[src/rtl/neuron_layer_ctrl_if.sv]
// ---------------------------------------------------------------------------
// neuron_layer_ctrl_if
// Groups the three valid/ready streams of neuron_layer_ctrl into one bundle.
//
// Signals (W = sample/weight width):
//   cfg_valid / cfg_ready / cfg_data[W]       weight stream, row-major order
//   in_valid  / in_ready  / in_data[W]        input-sample stream
//   out_valid / out_ready / out_data[W]       neuron-result stream
//   out_last                                  marks the final neuron result
//
// Modports:
//   master : the environment (weight source, sample source, result sink)
//   slave  : the layer controller
// ---------------------------------------------------------------------------
interface neuron_layer_ctrl_if #(
    parameter int W = 16
) ();
    logic         cfg_valid;
    logic         cfg_ready;
    logic [W-1:0] cfg_data;

    logic         in_valid;
    logic         in_ready;
    logic [W-1:0] in_data;

    logic         out_valid;
    logic         out_ready;
    logic [W-1:0] out_data;
    logic         out_last;

    modport master (
        output cfg_valid, cfg_data, in_valid, in_data, out_ready,
        input  cfg_ready, in_ready, out_valid, out_data, out_last
    );

    modport slave (
        input  cfg_valid, cfg_data, in_valid, in_data, out_ready,
        output cfg_ready, in_ready, out_valid, out_data, out_last
    );
endinterface

[src/rtl/neuron_layer_ctrl.sv]
// ---------------------------------------------------------------------------
// neuron_layer_ctrl
// Sequencer for one fully-connected layer of Q(FIXED_BITS.FRACTIONAL_BITS)
// neurons sharing a single multiply-accumulate unit. Loads a weight matrix
// from the cfg stream, buffers one input vector, then computes and emits each
// neuron result in order, one MAC term per cycle.
//
// Ports:
//   i_clk     rising-edge clock
//   i_rst     synchronous active-high reset
//   i_reload  return to weight loading (honoured only in IN with no samples)
//   o_loaded  a complete weight matrix is held
//   bus       neuron_layer_ctrl_if.slave: cfg, in and out streams
//
// Build option:
//   NEURON_CTRL_SAT_EN  defined   -> out_data saturates acc to W-bit range
//                       undefined -> out_data = acc[W-1:0] (wraps)
// ---------------------------------------------------------------------------
module neuron_layer_ctrl #(
    parameter int FIXED_BITS      = 8,
    parameter int FRACTIONAL_BITS = 8,
    parameter int NUM_INPUTS      = 4,
    parameter int NUM_NEURONS     = 4
) (
    input  logic               i_clk,
    input  logic               i_rst,
    input  logic               i_reload,
    output logic               o_loaded,
    neuron_layer_ctrl_if.slave bus
);
    localparam int W           = FIXED_BITS + FRACTIONAL_BITS;
    localparam int AW          = 2 * W;
    localparam int NUM_WEIGHTS = NUM_INPUTS * NUM_NEURONS;
    localparam int WA_BITS     = (NUM_WEIGHTS > 1) ? $clog2(NUM_WEIGHTS) : 1;
    localparam int I_BITS      = (NUM_INPUTS > 1) ? $clog2(NUM_INPUTS) : 1;
    localparam int N_BITS      = (NUM_NEURONS > 1) ? $clog2(NUM_NEURONS) : 1;

    localparam logic [WA_BITS-1:0] LAST_W = WA_BITS'(NUM_WEIGHTS - 1);
    localparam logic [I_BITS-1:0]  LAST_I = I_BITS'(NUM_INPUTS - 1);
    localparam logic [N_BITS-1:0]  LAST_N = N_BITS'(NUM_NEURONS - 1);

    typedef enum logic [1:0] {
        S_LOAD,
        S_IN,
        S_MAC,
        S_EMIT
    } state_t;

    state_t               r_state;
    logic [WA_BITS-1:0]   r_waddr;    // weight write address in LOAD, read pointer in MAC
    logic [I_BITS-1:0]    r_i;        // sample slot in IN, term index in MAC
    logic [N_BITS-1:0]    r_n;
    logic signed [AW-1:0] r_acc;
    logic                 r_loaded;
    logic                 r_out_valid;
    logic [W-1:0]         r_out_data;
    logic                 r_out_last;

    logic [W-1:0] r_weight [NUM_WEIGHTS];
    logic [W-1:0] r_sample [NUM_INPUTS];

    logic                 w_reload_take;
    logic                 w_in_ready;
    logic                 w_cfg_fire;
    logic                 w_in_fire;
    logic [W-1:0]         w_x;
    logic [W-1:0]         w_w;
    logic signed [AW-1:0] w_x_ext;
    logic signed [AW-1:0] w_w_ext;
    logic signed [AW-1:0] w_prod;
    logic signed [AW-1:0] w_term;
    logic signed [AW-1:0] w_acc_next;
    logic [W-1:0]         w_result;

    // Reload is only legal before the first sample of a vector. When it
    // coincides with in_valid, in_ready is pulled low that same cycle so the
    // sample stays with the source; this is the one input-to-ready path.
    assign w_reload_take = i_reload && (r_state == S_IN) && (r_i == '0);
    assign w_in_ready    = (r_state == S_IN) && !w_reload_take;
    assign w_cfg_fire    = bus.cfg_valid && (r_state == S_LOAD);
    assign w_in_fire     = bus.in_valid && w_in_ready;

    assign bus.cfg_ready = (r_state == S_LOAD);
    assign bus.in_ready  = w_in_ready;
    assign bus.out_valid = r_out_valid;
    assign bus.out_data  = r_out_data;
    assign bus.out_last  = r_out_last;
    assign o_loaded      = r_loaded;

    // MAC datapath: full 2W signed product, arithmetic shift back to Q format.
    assign w_x        = r_sample[r_i];
    assign w_w        = r_weight[r_waddr];
    assign w_x_ext    = {{W{w_x[W-1]}}, w_x};
    assign w_w_ext    = {{W{w_w[W-1]}}, w_w};
    assign w_prod     = w_x_ext * w_w_ext;
    assign w_term     = w_prod >>> FRACTIONAL_BITS;
    assign w_acc_next = r_acc + w_term;

`ifdef NEURON_CTRL_SAT_EN
    localparam logic signed [AW-1:0] SAT_MAX = {{(W+1){1'b0}}, {(W-1){1'b1}}};
    localparam logic signed [AW-1:0] SAT_MIN = {{(W+1){1'b1}}, {(W-1){1'b0}}};
`endif

    // Output formatting from the final accumulator value; only the emitted
    // value is clamped, the accumulator itself always keeps full precision.
    always_comb begin
        // NOTE: assign a default before any condition so every path drives
        // w_result; a missing branch would otherwise infer a latch.
        w_result = w_acc_next[W-1:0];
`ifdef NEURON_CTRL_SAT_EN
        if (w_acc_next > SAT_MAX) begin
            w_result = {1'b0, {(W-1){1'b1}}};
        end else if (w_acc_next < SAT_MIN) begin
            w_result = {1'b1, {(W-1){1'b0}}};
        end
`endif
    end

    // NOTE: weight and sample storage carries no reset; every entry is
    // written before it is read, and skipping the reset keeps them RAM-mappable.
    always_ff @(posedge i_clk) begin
        if (w_cfg_fire) begin
            r_weight[r_waddr] <= bus.cfg_data;
        end
        if (w_in_fire) begin
            r_sample[r_i] <= bus.in_data;
        end
    end

    // NOTE: all state uses non-blocking assignments so every register samples
    // pre-edge values regardless of statement order in this block.
    always_ff @(posedge i_clk) begin
        if (i_rst) begin
            r_state     <= S_LOAD;
            r_waddr     <= '0;
            r_i         <= '0;
            r_n         <= '0;
            r_acc       <= '0;
            r_loaded    <= 1'b0;
            r_out_valid <= 1'b0;
            r_out_data  <= '0;
            r_out_last  <= 1'b0;
        end else begin
            case (r_state)
                S_LOAD: begin
                    if (w_cfg_fire) begin
                        if (r_waddr == LAST_W) begin
                            r_waddr  <= '0;
                            r_loaded <= 1'b1;
                            r_state  <= S_IN;
                        end else begin
                            r_waddr <= r_waddr + WA_BITS'(1);
                        end
                    end
                end

                S_IN: begin
                    if (w_reload_take) begin
                        r_waddr  <= '0;
                        r_loaded <= 1'b0;
                        r_state  <= S_LOAD;
                    end else if (w_in_fire) begin
                        if (r_i == LAST_I) begin
                            r_i     <= '0;
                            r_n     <= '0;
                            r_acc   <= '0;
                            r_waddr <= '0;
                            r_state <= S_MAC;
                        end else begin
                            r_i <= r_i + I_BITS'(1);
                        end
                    end
                end

                S_MAC: begin
                    // Row-major storage lets the read pointer simply walk
                    // through the matrix across all neurons of a vector.
                    r_waddr <= (r_waddr == LAST_W) ? '0 : r_waddr + WA_BITS'(1);
                    r_acc   <= w_acc_next;
                    if (r_i == LAST_I) begin
                        r_i         <= '0;
                        r_out_data  <= w_result;
                        r_out_last  <= (r_n == LAST_N);
                        r_out_valid <= 1'b1;
                        r_state     <= S_EMIT;
                    end else begin
                        r_i <= r_i + I_BITS'(1);
                    end
                end

                S_EMIT: begin
                    if (bus.out_ready) begin
                        r_out_valid <= 1'b0;
                        if (r_out_last) begin
                            r_state <= S_IN;
                        end else begin
                            r_n     <= r_n + N_BITS'(1);
                            r_acc   <= '0;
                            r_state <= S_MAC;
                        end
                    end
                end

                default: r_state <= S_LOAD;
            endcase
        end
    end
endmodule

[src/flat_wrapper.sv]
// flat-port wrapper written by rule: the top's interface ports become plain ports
module neuron_layer_ctrl_flat 
#(
    parameter int FIXED_BITS      = 8,
    parameter int FRACTIONAL_BITS = 8,
    parameter int NUM_INPUTS      = 4,
    parameter int NUM_NEURONS     = 4
)
  (i_clk, i_rst, i_reload, o_loaded, bus_cfg_valid, bus_cfg_data, bus_in_valid, bus_in_data, bus_out_ready, bus_cfg_ready, bus_in_ready, bus_out_valid, bus_out_data, bus_out_last);
  neuron_layer_ctrl_if #(.W(((8) + (8)))) bus_i ();
  input  logic i_clk;
  input  logic i_rst;
  input  logic i_reload;
  output logic o_loaded;
  input wire logic [$bits(bus_i.cfg_valid)-1:0] bus_cfg_valid;
  input wire logic [$bits(bus_i.cfg_data)-1:0] bus_cfg_data;
  input wire logic [$bits(bus_i.in_valid)-1:0] bus_in_valid;
  input wire logic [$bits(bus_i.in_data)-1:0] bus_in_data;
  input wire logic [$bits(bus_i.out_ready)-1:0] bus_out_ready;
  output wire logic [$bits(bus_i.cfg_ready)-1:0] bus_cfg_ready;
  output wire logic [$bits(bus_i.in_ready)-1:0] bus_in_ready;
  output wire logic [$bits(bus_i.out_valid)-1:0] bus_out_valid;
  output wire logic [$bits(bus_i.out_data)-1:0] bus_out_data;
  output wire logic [$bits(bus_i.out_last)-1:0] bus_out_last;
  assign bus_i.cfg_valid = bus_cfg_valid;
  assign bus_i.cfg_data = bus_cfg_data;
  assign bus_i.in_valid = bus_in_valid;
  assign bus_i.in_data = bus_in_data;
  assign bus_i.out_ready = bus_out_ready;
  assign bus_cfg_ready = bus_i.cfg_ready;
  assign bus_in_ready = bus_i.in_ready;
  assign bus_out_valid = bus_i.out_valid;
  assign bus_out_data = bus_i.out_data;
  assign bus_out_last = bus_i.out_last;
  neuron_layer_ctrl #(.FIXED_BITS(FIXED_BITS), .FRACTIONAL_BITS(FRACTIONAL_BITS), .NUM_INPUTS(NUM_INPUTS), .NUM_NEURONS(NUM_NEURONS)) u_core (.i_clk(i_clk), .i_rst(i_rst), .i_reload(i_reload), .o_loaded(o_loaded), .bus(bus_i));
endmodule
[config.mk]
export PLATFORM = sky130hd
export DESIGN_NAME = neuron_layer_ctrl_flat
export DESIGN_NICKNAME = d
export VERILOG_FILES = /design/src/rtl/neuron_layer_ctrl_if.sv /design/src/rtl/neuron_layer_ctrl.sv /design/src/flat_wrapper.sv
export SDC_FILE = /design/constraint.sdc
export NUM_CORES = 1
export LEC_CHECK = 0
export ABC_CLOCK_PERIOD_IN_PS = 14690
export BUFFER_PORTS_ARGS = -buffer_cell sky130_fd_sc_hd__buf_2
export CAP_MARGIN = 0
export CORE_MARGIN = 4
export CORE_UTILIZATION = 25
export CTS_CLUSTER_DIAMETER = 60
export CTS_CLUSTER_SIZE = 8
export DETAILED_ROUTE_END_ITERATION = 6
export GPL_TIMING_DRIVEN = 0
export SYNTH_ARGS = -nofsm -noshare
export SYNTH_HDL_FRONTEND = slang
export SYNTH_SLANG_ARGS = --single-unit
[constraint.sdc]
create_clock -name i_clk -period 14.69 [get_ports i_clk]
set_input_delay 1.469 -clock i_clk [delete_from_list [all_inputs] [get_ports i_clk]]
set_output_delay 1.469 -clock i_clk [all_outputs]
set_load 0.1 [all_outputs]
### Word-level counts from Yosys, hierarchy flattened

Memory sizes are Yosys's and may differ from the RTL's. A register that Yosys moved wholly into a read port is not among the register bits.
Cells that the tools add are included.

| word-level totals | value |
|---|---|
| word-level logic and storage cells | 101 |
| memories kept | 2 |
| memory bits (writable) | 320 |
| input port bits | 38 |
| bits in registers | 61 |

Memories:

| memory | depth | width | rd ports | clocked after memory_dff | wr ports | RTL line | RTL |
|---|---|---|---|---|---|---|---|
| u_core.r_weight | 16 | 16 | 1 | 1 | 1 | neuron_layer_ctrl.sv:59 | `logic [W-1:0] r_weight [NUM_WEIGHTS];` |
| u_core.r_sample | 4 | 16 | 1 | 1 | 1 | neuron_layer_ctrl.sv:60 | `logic [W-1:0] r_sample [NUM_INPUTS];` |

| operators by class | value |
|---|---|
| $add $sub $neg | 4 |
| reduce and logical (&&, ||, !) cells | 22 |
| muxes and demuxes | 46 |
| equal/unequal tests | 17 |
| $mul | 1 |

Operator list:

| kind | count |
|---|---|
| $mux 32 | 5 |
| $pmux 32 s3 | 1 |
| $mux 2 | 18 |
| $add 32x24->32 | 1 |
| $mul 16x16->32 | 1 |
| $mux 4 | 7 |
| $reduce_and 6->1 | 3 |
| $pmux 4 s3 | 1 |
| $ne 2x1->1 const B | 5 |
| $mux 1 | 9 |
| $eq 2x2->1 const B | 4 |
| $ne 2x2->1 const B | 4 |
| $pmux 2 s2 | 2 |
| $pmux 2 s4 | 1 |
| $reduce_and 4->1 | 2 |
| $reduce_bool 2->1 | 4 |
| $reduce_and 3->1 | 2 |
| $reduce_bool 3->1 | 2 |
| $logic_and 1x1->1 | 5 |
| $add 2x1->2 const B | 2 |
| $add 4x1->4 const B | 1 |
| $eq 4x4->1 const B | 1 |
| $logic_not 2->1 | 2 |
| $pmux 1 s2 | 2 |
| other kinds (5) | 5 |

### Depth between registers and ports, before layout

Gate-level depths: netlist of run 1.

| depth | value |
|---|---|
| depth in word-level cells | 11 |
| mapped depth | 41 |
| gate-level depth less buffers | 36 |

### Least setup slack after synthesis of run 1

No wires, ideal clock.

| path | value |
|---|---|
| kind | register to register |
| start point | register (tool-made name) |
| end point | register u_core.r_acc[15] |
| setup time | 133 ps |
| data required time | 14557 ps |
| arrival time | 9197 ps |
| stages on the path, launching flop included | 37 |
| clock period less this slack | 9330 ps |
| buffers on the path | 5 |
| setup slack | 5360 ps |
| cell sequence | dfxtp_1 > buf_2 > buf_2 > buf_4 > buf_2 > mux4_2 > mux2_2 > o21ai_0 > clkbuf_1 > nor2_1 > fa_1 > inv_1 > fa_1 > fa_1 > fa_1 > inv_1 > fa_1 > inv_1 > fa_1 > inv_1 > ha_1 > nand2_1 > nand2_1 > nor3b_1 > a211oi_2 > a311o_1 > a21oi_1 > nor2b_1 > nor2_1 > xnor2_1 > ha_1 > o311a_1 > a21o_1 > a21oi_1 > o21ai_0 > xnor2_1 > o22ai_1 |

RTL lines:

| item | RTL line | RTL |
|---|---|---|
| end signal, assigned | neuron_layer_ctrl.sv:179 | `r_acc <= w_acc_next;` |
| end, declared | neuron_layer_ctrl.sv:53 | `logic signed [AW-1:0] r_acc;` |

==> results.cfg, run 1 <==
[clocking]
cts-root-buf = clkbuf_16
cts_made_buffers = 53
hold_buffers = 0
clkSlewWorstSetupHoldPaths_ns = 0.05
cts_tree = yes
cts_resized = 0
cts-htree-levels = 2
cts_setup_buffers = 0
clk_latency_ns = 0.58
clockBufferDepth = 3
clock_sinks = 371

[critical_path]
worstPathMaxFanout = 10
critPathTopFamily = adder cells
crit_type = flop to flop
crit_end = u_core.r_acc[15]$_SDFFE_PP0P_
r2r-end = u_core.r_acc[15]$_SDFFE_PP0P_
crit_buf_inv = 9
cpMostUsedCell = fa_1
cpMaxStageDelayCell = o21ai_0
path_depth = 36
cp-end-kind = flop
start_kind = flop
max_stage_delay_ns = 1.09
r2r_slack_ns = 2.84
r2r_cells = 36
cp_data_arrival_time_ns = 12.26
required_ns = 15.10

[routing]
avgViaCountPerCell = 4.46
routed_wirelength_um = 55300
drc = 0
drtIter0Drc = 1090
wire_per_inst_um = 18.3
final_antenna_net_count = 0
num_vias = 13500
firstDrtPassIters = 7

[placed_design]
port_buffers = 57
dp.final_hpwl_um = 42100
placed_area_um2 = 24300
place_congestion = 0.868

[final_layout]
area_delta_synth_final_pct = 16.1
drive_above_1_share = 0.144
finalNetCount = 2154
fin_util = 0.292
final_cell_area_um2 = 25800

[floorplanning]
fp.dieW_um = 306
start_util = 0.252
die-height_um = 306
num_rows = 109
io_pins = 59
die_area_um2 = 93600
core_um2 = 88200

[logic_synthesis]
synthesis.area_um2 = 22200
synth_edf_count = 320
synth_warnings = 0
synth_cell_types = 59
ys_async_sr_fraction = 0
synth-seq-cells = 371
syn-num-nets = 2022
syn_inst = 1702
yosysSeqAreaShare = 0.479
avgSynthCellArea_um2 = 13.0
synth_top_flop_cell = edfxtp_1

[grt]
grt_pass1_wl_um = 86100
grt_max_degree = 19
antenna_found_initial = 16
overflow = 0
grt_pass1_vias = 14700
track_usage = 0.118

[sta]
setup_violations = 0
worst_hold_slack_ns = 0.451
slew_violations = 0
fin_crit_ns = 11.85
worst_pin_slew_ns = 1.43
max-slew-margin-rel = 0.0336
fin_crit_sh = 0.807
tns_ns = 0
max_freq_mhz = 84.4
rsz0062_at_grt = false
skew_ns = 0.0304
report.final.hold_viol_count = 0

[run]
maxCapViolCount = 0

[hold_path]
min_path_type = flop to flop

[run_status]
outcome = finished, final reports clean
-- area by class of cell --
type                       count  area, um2
multi-input combinational   1003      10300
clock buffer                  68       1390
antenna                        5       12.5
fill                        8833      62500
sequential                   371      10600
timing repair buffer          77        593
tap                         1165       1460
inverter                     263        987
buffer                        65        310
clock inverter                 5       77.6
-- stage by stage --
| step | setup WS [ns] | cells |
|---|---|---|
| after floorplan | 5.36 | 1702 |
| after global placement | 3.05 | 2924 |
| after detailed placement | 2.97 | 2944 |
| after CTS | 2.83 | 3017 |
| after global routing | 2.16 | 3017 |
| final | 2.84 | 3022 |
-- worst min-delay path: stages (launching register included) --
cell and delay, ns:
dfxtp_1 0.30, nand2_1 0.05, a21oi_1 0.05
-- kinds of logic after synthesis --
| family | synth area share |
|---|---|
| mux | 0.0972 |
| simple gates | 0.0791 |
| fa+ha+maj | 0.222 |
| compound gates | 0.0437 |
| flops | 0.479 |
| buf+inv | 0.0584 |
| xor+xnor | 0.0207 |
-- sequential cells by signal (all words and copies together) (netlist names), named ones only --
register and flops:
u_core.o_loaded 1, u_core.r_waddr 4, u_core.r_weight 256, u_core.r_n 2, u_core.r_sample 64, u_core.bus.out_data 16, u_core.bus.out_valid 1, u_core.r_i 2
u_core.r_acc 16, u_core.r_state 2, u_core.bus.out_last 1
-- placed cells by master, fill, tap and decap left out, drive strengths merged, types with 5 or more instances in the layout --
master,count
nor2b,25
clkbuf,110
nand3,9
o21ai,22
inv,263
dfxtp,51
a22oi,15
and3,6
ha,95
mux2i,31
nor3,12
xor2,10
nor2,124
mux2,13
a21o,10
fa,187
a211oi,11
buf,100
and2,29
nand2b,14
nand2,177
xnor2,39
mux4,75
a21oi,49
o21a,10
edfxtp,320
diode,5
-- cell usage after synthesis, types with 4 or more instances --
master / instances / share of area
a211oi_1: 9 / 0.0030
nand2b_1: 14 / 0.0039
edfxtp_1: 320 / 0.43
o21ai_1: 5 / 0.0011
o2111ai_1: 4 / 0.0016
inv_1: 262 / 0.044
clkbuf_1: 42 / 0.0071
mux2_2: 13 / 0.0066
dfxtp_1: 51 / 0.046
a21o_1: 10 / 0.0034
mux2i_1: 31 / 0.014
xor2_1: 10 / 0.0039
nor2_1: 124 / 0.021
fa_1: 187 / 0.17
a21oi_1: 49 / 0.011
and3_1: 6 / 0.0017
mux4_2: 72 / 0.073
nand3_1: 9 / 0.0020
or2_2: 4 / 0.0011
and2_1: 29 / 0.0082
a22oi_1: 15 / 0.0051
ha_1: 95 / 0.054
nor3_1: 12 / 0.0027
o21ai_0: 17 / 0.0038
buf_4: 5 / 0.0017
nand2_1: 177 / 0.030
xnor2_1: 38 / 0.015
o21a_1: 10 / 0.0034
nor2b_1: 25 / 0.0070
buf_2: 11 / 0.0025
-- worst min-delay path by stage --
stage                                    startpoint                              endpoint  cells after the start
6_report       u_core.bus.out_data[10]$_SDFFE_PP0P_  u_core.bus.out_data[10]$_SDFFE_PP0P_                      2
5_1_grt        u_core.bus.out_data[13]$_SDFFE_PP0P_  u_core.bus.out_data[13]$_SDFFE_PP0P_                      2
4_1_cts         u_core.bus.out_data[2]$_SDFFE_PP0P_   u_core.bus.out_data[2]$_SDFFE_PP0P_                      2
3_5_place_dp    u_core.bus.out_data[2]$_SDFFE_PP0P_   u_core.bus.out_data[2]$_SDFFE_PP0P_                      2
3_3_place_gp    u_core.bus.out_data[0]$_SDFFE_PP0P_   u_core.bus.out_data[0]$_SDFFE_PP0P_                      2
2_1_floorplan            u_core.r_n[1]$_SDFFE_PP0P_            u_core.r_n[1]$_SDFFE_PP0P_                      2
-- layer usage --
layer	vias to the layer above	global-route usage	share of wire
li1	6058	-	-
met1	6891	0.145	0.41
met2	401	0.212	0.51
met3	112	0.0215	0.055
met4	2	0.0348	0.028
met5	-	0	0.00023
Power of run 1 is left out: the tool's default activity adds up to more than one toggle a clock period on the data nets, which glitch-free logic cannot reach.
==> inputs of run 2 (changes only) <==
--- a/config.mk
+++ b/config.mk
@@ -5,7 +5,7 @@
 export SDC_FILE = /design/constraint.sdc
 export NUM_CORES = 1
 export LEC_CHECK = 0
-export ABC_CLOCK_PERIOD_IN_PS = 14690
+export ABC_CLOCK_PERIOD_IN_PS = 9900
 export BUFFER_PORTS_ARGS = -buffer_cell sky130_fd_sc_hd__buf_2
 export CAP_MARGIN = 0
 export CORE_MARGIN = 4
==> constraint.sdc (replaced) <==
create_clock -name i_clk -period 9.9 [get_ports i_clk]
set_input_delay 0.99 -clock i_clk [delete_from_list [all_inputs] [get_ports i_clk]]
set_output_delay 0.99 -clock i_clk [all_outputs]
set_load 0.1 [all_outputs]
==> run 2 against run 1 <==
Worst setup slack lost 2.4 ns. Via count is 0.46% higher. Largest cell class unchanged. First-iteration DRC count is 0.37% lower. Register-to-register slack worse by 2.4 ns. Wire length grew 1.0%. Die area unchanged. Global-route usage about the same. Count of clock-buffer cells in the layout unchanged. Sequential share of layout area is 0.37 points lower. Critical path type unchanged. Utilization rose by 0.27 points.
==> results.cfg, run 2 (synthesis gave the netlist of run 1 again) <==
[routing]
avgViaCountPerCell = 4.47
drc = 0
wire_per_inst_um = 18.5
drtIter0Drc = 1086
routed_wirelength_um = 55900
num_vias = 13500
final_antenna_net_count = 0
firstDrtPassIters = 5

[clocking]
cts-htree-levels = 2
cts_made_buffers = 53
hold_buffers = 0
clk_latency_ns = 0.58
cts-root-buf = clkbuf_16
clkSlewWorstSetupHoldPaths_ns = 0.05
cts_tree = yes
clock_sinks = 371
clockBufferDepth = 3

[sta]
max_freq_mhz = 106
setup_slack_ns = 0.473
worst_hold_slack_ns = 0.451
max-slew-margin-rel = 0.190
fin_crit_sh = 0.952
slew_violations = 0
rsz0062_at_grt = false
setup_violations = 0
report.final.hold_viol_count = 0
skew_ns = 0.0270
fin_crit_ns = 9.43
worst_pin_slew_ns = 1.20

[placed_design]
placed_area_um2 = 24300
dp.final_hpwl_um = 42100
place_ws_ns = -1.82
port_buffers = 57
place_congestion = 0.868

[critical_path]
crit_type = flop to flop
max_stage_delay_ns = 0.70
r2r_slack_ns = 0.47
cpMaxStageDelayCell = mux4_2
crit_end = u_core.r_acc[15]$_SDFFE_PP0P_
cp_data_arrival_time_ns = 9.84
r2r-end = u_core.r_acc[15]$_SDFFE_PP0P_
worstPathMaxFanout = 11
cpMostUsedCell = fa_1
r2r_cells = 32
cp-end-kind = flop
required_ns = 10.32
start_kind = flop

[final_layout]
largest_reg_flops = 256
drive_above_1_share = 0.158
reg_top3 = u_core.r_weight (256), u_core.r_sample (64)
final_common_cell = edfxtp_1
final_cell_mix = edfxtp_1 (320), inv_1 (262), fa_1 (187), nand2_1 (177), nor2_1 (112)
finalNetCount = 2159
fin_util = 0.295
regMostFlops = u_core.r_weight
final_cell_area_um2 = 26000
area_delta_synth_final_pct = 17.2

[floorplanning]
fp.dieW_um = 306
core_um2 = 88200
die_area_um2 = 93600
num_rows = 109
start_util = 0.252
die-height_um = 306
io_pins = 59

[run]
maxCapViolCount = 0

[run_status]
outcome = finished, final reports clean

[grt]
overflow = 0
antenna_found_initial = 15
track_usage = 0.118
grt_max_degree = 19
grt_pass1_vias = 14700
grt_pass1_wl_um = 86000

[hold_path]
min_path_type = flop to flop
-- run 2: changes by cell type in the layout (fill, tap and decap cells not counted), moves of 4 or more --
cell,before,now
clkbuf_1,56,47
o21ai_2,0,4
buf_8,10,14
buf_2,68,63
o21ai_1,6,2
buf_4,5,14
-- run 2: cell type report --
class | count | area, um2
inverter | 263 | 987
fill | 8814 | 62200
multi-input combinational | 1004 | 10400
buffer | 59 | 367
antenna | 4 | 10.0
sequential | 371 | 10600
clock inverter | 5 | 77.6
tap | 1165 | 1460
clock buffer | 68 | 1390
timing repair buffer | 87 | 668
-- run 2: worst max-delay path, delay by kind of cell, from the launching register on --
family	cells	cell delay, ns
fa+ha+maj	8	3.62
buf+inv	7	1.40
xor+xnor	2	0.32
simple gates	3	0.57
compound gates	11	2.32
mux	1	0.70
flops	1	0.32
-- run 2: timing repair --
action,CTS,global route
setup buffers,3,7
resized for setup,27,31
pin swaps,4,4
setup endpoints to repair,22,10
cloned,0,1
-- run 2: how the worst min path moves through the flow --
stage,endpoint,cells after the start,from,slack [ns]
floorplan,u_core.r_n[1]$_SDFFE_PP0P_,2,u_core.r_n[1]$_SDFFE_PP0P_,0.45
global placement,u_core.bus.out_data[0]$_SDFFE_PP0P_,2,u_core.bus.out_data[0]$_SDFFE_PP0P_,0.45
detailed placement,u_core.bus.out_data[2]$_SDFFE_PP0P_,2,u_core.bus.out_data[2]$_SDFFE_PP0P_,0.45
CTS,u_core.bus.out_data[2]$_SDFFE_PP0P_,2,u_core.bus.out_data[2]$_SDFFE_PP0P_,0.46
global route,u_core.bus.out_data[13]$_SDFFE_PP0P_,2,u_core.bus.out_data[13]$_SDFFE_PP0P_,0.48
finish,u_core.bus.out_data[10]$_SDFFE_PP0P_,2,u_core.bus.out_data[10]$_SDFFE_PP0P_,0.45
-- run 2: per-stage QoR --
step | std cells | TNS [ns]
CTS | 3018 | 0
floorplan | 1702 | 0
global placement | 2924 | -20.01
finish | 3026 | 0
global route | 3022 | 0
detailed placement | 2944 | -21.41
-- run 2: metal layers --
metal | global-route usage | share of wire
met1 | 0.145 | 0.41
met4 | 0.0344 | 0.027
met3 | 0.0189 | 0.053
met5 | 0 | 0.00023
met2 | 0.213 | 0.51
Power of run 2 is left out for the same reason.
==> inputs of run 3 (changes only) <==
--- a/config.mk
+++ b/config.mk
@@ -5,7 +5,8 @@
 export SDC_FILE = /design/constraint.sdc
 export NUM_CORES = 1
 export LEC_CHECK = 0
-export ABC_CLOCK_PERIOD_IN_PS = 9900
+export ABC_AREA = 1
+export ABC_CLOCK_PERIOD_IN_PS = 8050
 export BUFFER_PORTS_ARGS = -buffer_cell sky130_fd_sc_hd__buf_2
 export CAP_MARGIN = 0
 export CORE_MARGIN = 4
==> constraint.sdc (replaced) <==
create_clock -name i_clk -period 8.05 [get_ports i_clk]
set_input_delay 0.805 -clock i_clk [delete_from_list [all_inputs] [get_ports i_clk]]
set_output_delay 0.805 -clock i_clk [all_outputs]
set_load 0.1 [all_outputs]
==> run 3 against run 2 <==
The run now ends with negative setup slack left. Count of clock-buffer cells in the layout is 7 higher. Clock skew is 0.019 ns higher. Highest routed layer unchanged. Die area rose by 4.0%. Global-route usage increased by 1.1 points. Sequential share of layout area fell by 3.0 points. Synthesized area is 4.1% higher. Sequential cell count did not move. Synthesized cell count increased by 35%. Utilization increased by 1.2 points. Worst hold slack worse by 0.0091 ns. Register-to-register slack worse by 0.76 ns.
==> results.cfg, run 3 <==
[run_status]
outcome = finished with violations
violations = negative setup slack

[final_layout]
diodes = 0
drive_above_1_share = 0.165
area_delta_synth_final_pct = 21.6
final_cell_mix = nand2_1 (397), inv_1 (394), edfxtp_1 (320), nor2_1 (233), fa_1 (185)
final_cell_area_um2 = 28100
reg_top3 = u_core.r_weight (256), u_core.r_sample (64)
finalNetCount = 2815
final_common_cell = nand2_1
regMostFlops = u_core.r_weight
largest_reg_flops = 256

[placed_design]
dp.final_hpwl_um = 45500
place_ws_ns = -1.81
place_congestion = 0.946
placed_area_um2 = 25300
port_buffers = 58

[grt]
grtUsageMet2 = 0.224
grt_pass1_vias = 17100
grt_pass1_wl_um = 98600
use_met3 = 0.0179
grt_max_degree = 18
use_met1 = 0.164
top_usage_layer = met2
overflow = 0
track_usage = 0.129
antenna_found_initial = 3

[logic_synthesis]
synth.top_cells.by_count = nand2_1 (412), inv_1 (401), edfxtp_1 (320), nor2_1 (260), fa_1 (187)
yosysTopAreaCell = edfxtp_1
avgSynthCellArea_um2 = 10.1
synth_warnings = 0
synth_cell_types = 57
syn-num-nets = 2618
syn_inst = 2298
synth_most_common_cell = nand2_1
synth_edf_count = 320
synth_top_cell_area_share = 0.416
synth-seq-cells = 371
yosysSeqAreaShare = 0.460
synthesis.area_um2 = 23100
synth_top_flop_cell = edfxtp_1
synthTopCellsByArea = edfxtp_1 (42%), fa_1 (16%), nand2_1 (6.7%), inv_1 (6.5%), ha_1 (5.1%)
ys_async_sr_fraction = 0

[sta]
setup_slack_ns = -0.290
worst_pin_slew_ns = 0.900
fin_crit_sh = 1.04
max_freq_mhz = 120
skew_ns = 0.0460
rsz0062_at_grt = true
fin_crit_ns = 8.34
slew_violations = 0
setup_violations = 9
tns_ns = -1.39
report.final.hold_viol_count = 0
worst_hold_slack_ns = 0.442
max-slew-margin-rel = 0.399

[run]
maxCapViolCount = 0

[critical_path]
cp_data_arrival_time_ns = 8.80
start_kind = flop
r2r_slack_ns = -0.29
cp-end-kind = flop
cpMaxStageDelayCell = fa_1
r2r-end = u_core.bus.out_data[14]$_SDFFE_PP0P_
cpMostUsedCell = fa_1
crit_type = flop to flop
worstPathMaxFanout = 6
crit_end = u_core.bus.out_data[14]$_SDFFE_PP0P_
r2r_cells = 45
required_ns = 8.51
max_stage_delay_ns = 0.54

[routing]
routed_wirelength_um = 63700
final_antenna_net_count = 0
avgViaCountPerCell = 4.49
num_vias = 16600
drtIter0Drc = 1198
firstDrtPassIters = 6
wire_per_inst_um = 17.2
drc = 0

[clocking]
clkSlewWorstSetupHoldPaths_ns = 0.05
cts_tree = yes
cts-root-buf = clkbuf_16
cts_made_buffers = 52
clockBufferDepth = 3
cts-htree-levels = 2
clock_sinks = 371
clk_latency_ns = 0.61

[floorplanning]
fp.dieW_um = 312
die-height_um = 312
io_pins = 59
core_um2 = 91700
start_util = 0.252
die_area_um2 = 97400
num_rows = 111

[hold_path]
min_path_type = input port to flop
[run 3: cell types whose count changed in the layout (fill, tap and decap cells not counted), sizes merged, moves of 46 or more]
cell / previous run / this run
o21ai: 22 / 120
nand2: 177 / 428
mux4: 76 / 0
nor2: 124 / 262
inv: 263 / 411
nand3: 9 / 103
a21oi: 49 / 95
buf: 109 / 193
[run 3: per-layer routing]
metal	share of wire	wire (um)
met2	0.49	31300
met1	0.41	26100
met5	0.00019	12
met4	0.036	2300
met3	0.063	4030
[run 3: cell type report]
| type | count | area [um2] |
|---|---|---|
| buffer | 81 | 796 |
| timing repair buffer | 145 | 1240 |
| inverter | 415 | 1590 |
| multi-input combinational | 1428 | 10900 |
| clock inverter | 4 | 83.8 |
| sequential | 371 | 10600 |
| fill | 9471 | 63600 |
| clock buffer | 75 | 1390 |
| tap | 1186 | 1480 |
| timing repair inverter | 1 | 8.76 |
[run 3: how the worst min path moves through the flow]
stage	start	to	slack, ns	depth (start not counted)
floorplan	u_core.r_acc[3]$_SDFFE_PP0P_	u_core.r_acc[3]$_SDFFE_PP0P_	0.44	2
global placement	u_core.bus.out_valid$_SDFFE_PP0P_	u_core.bus.out_valid$_SDFFE_PP0P_	0.45	2
detailed placement	u_core.bus.out_valid$_SDFFE_PP0P_	u_core.bus.out_valid$_SDFFE_PP0P_	0.45	2
CTS	bus_in_data[7]	u_core.r_sample[1][7]$_DFFE_PP_	0.42	1
global route	bus_in_data[7]	u_core.r_sample[1][7]$_DFFE_PP_	0.43	1
finish	bus_in_data[2]	u_core.r_sample[0][2]$_DFFE_PP_	0.44	1
[run 3: cells by family after synthesis]
family	after synthesis	share of synthesized area
buffers and inverters	499	0.0905
and+or+nand+nor	807	0.141
DFF	371	0.460
adders and majority gates	282	0.213
xor gates and xnor gates	37	0.0140
AOI/OAI and AO/OA	302	0.0810
[run 3: what timing repair did]
item                                    in CTS  in global routing
endpoints found under the setup margin      24                 15
setup buffers                               33                 33
cloned                                       0                  5
gates resized for setup                    134                 90
hold buffers                                 0                  0
pin swaps                                   32                 55
[run 3: worst max-delay path, delay by kind of cell, from the launching register on]
family | cells | cell delay, ns
AOI/OAI and AO/OA | 10 | 1.52
adders and majority gates | 8 | 3.64
DFF | 1 | 0.33
xor gates and xnor gates | 2 | 0.30
and+or+nand+nor | 12 | 1.11
buffers and inverters | 13 | 1.29
[run 3: stage by stage]
step                      cells  utilization
final                      3706        0.307
after global routing       3706        0.307
after CTS                  3671        0.300
after detailed placement   3561        0.276
after global placement     3542        0.271
after floorplan            2298            -
Power of run 3 is left out for the same reason.
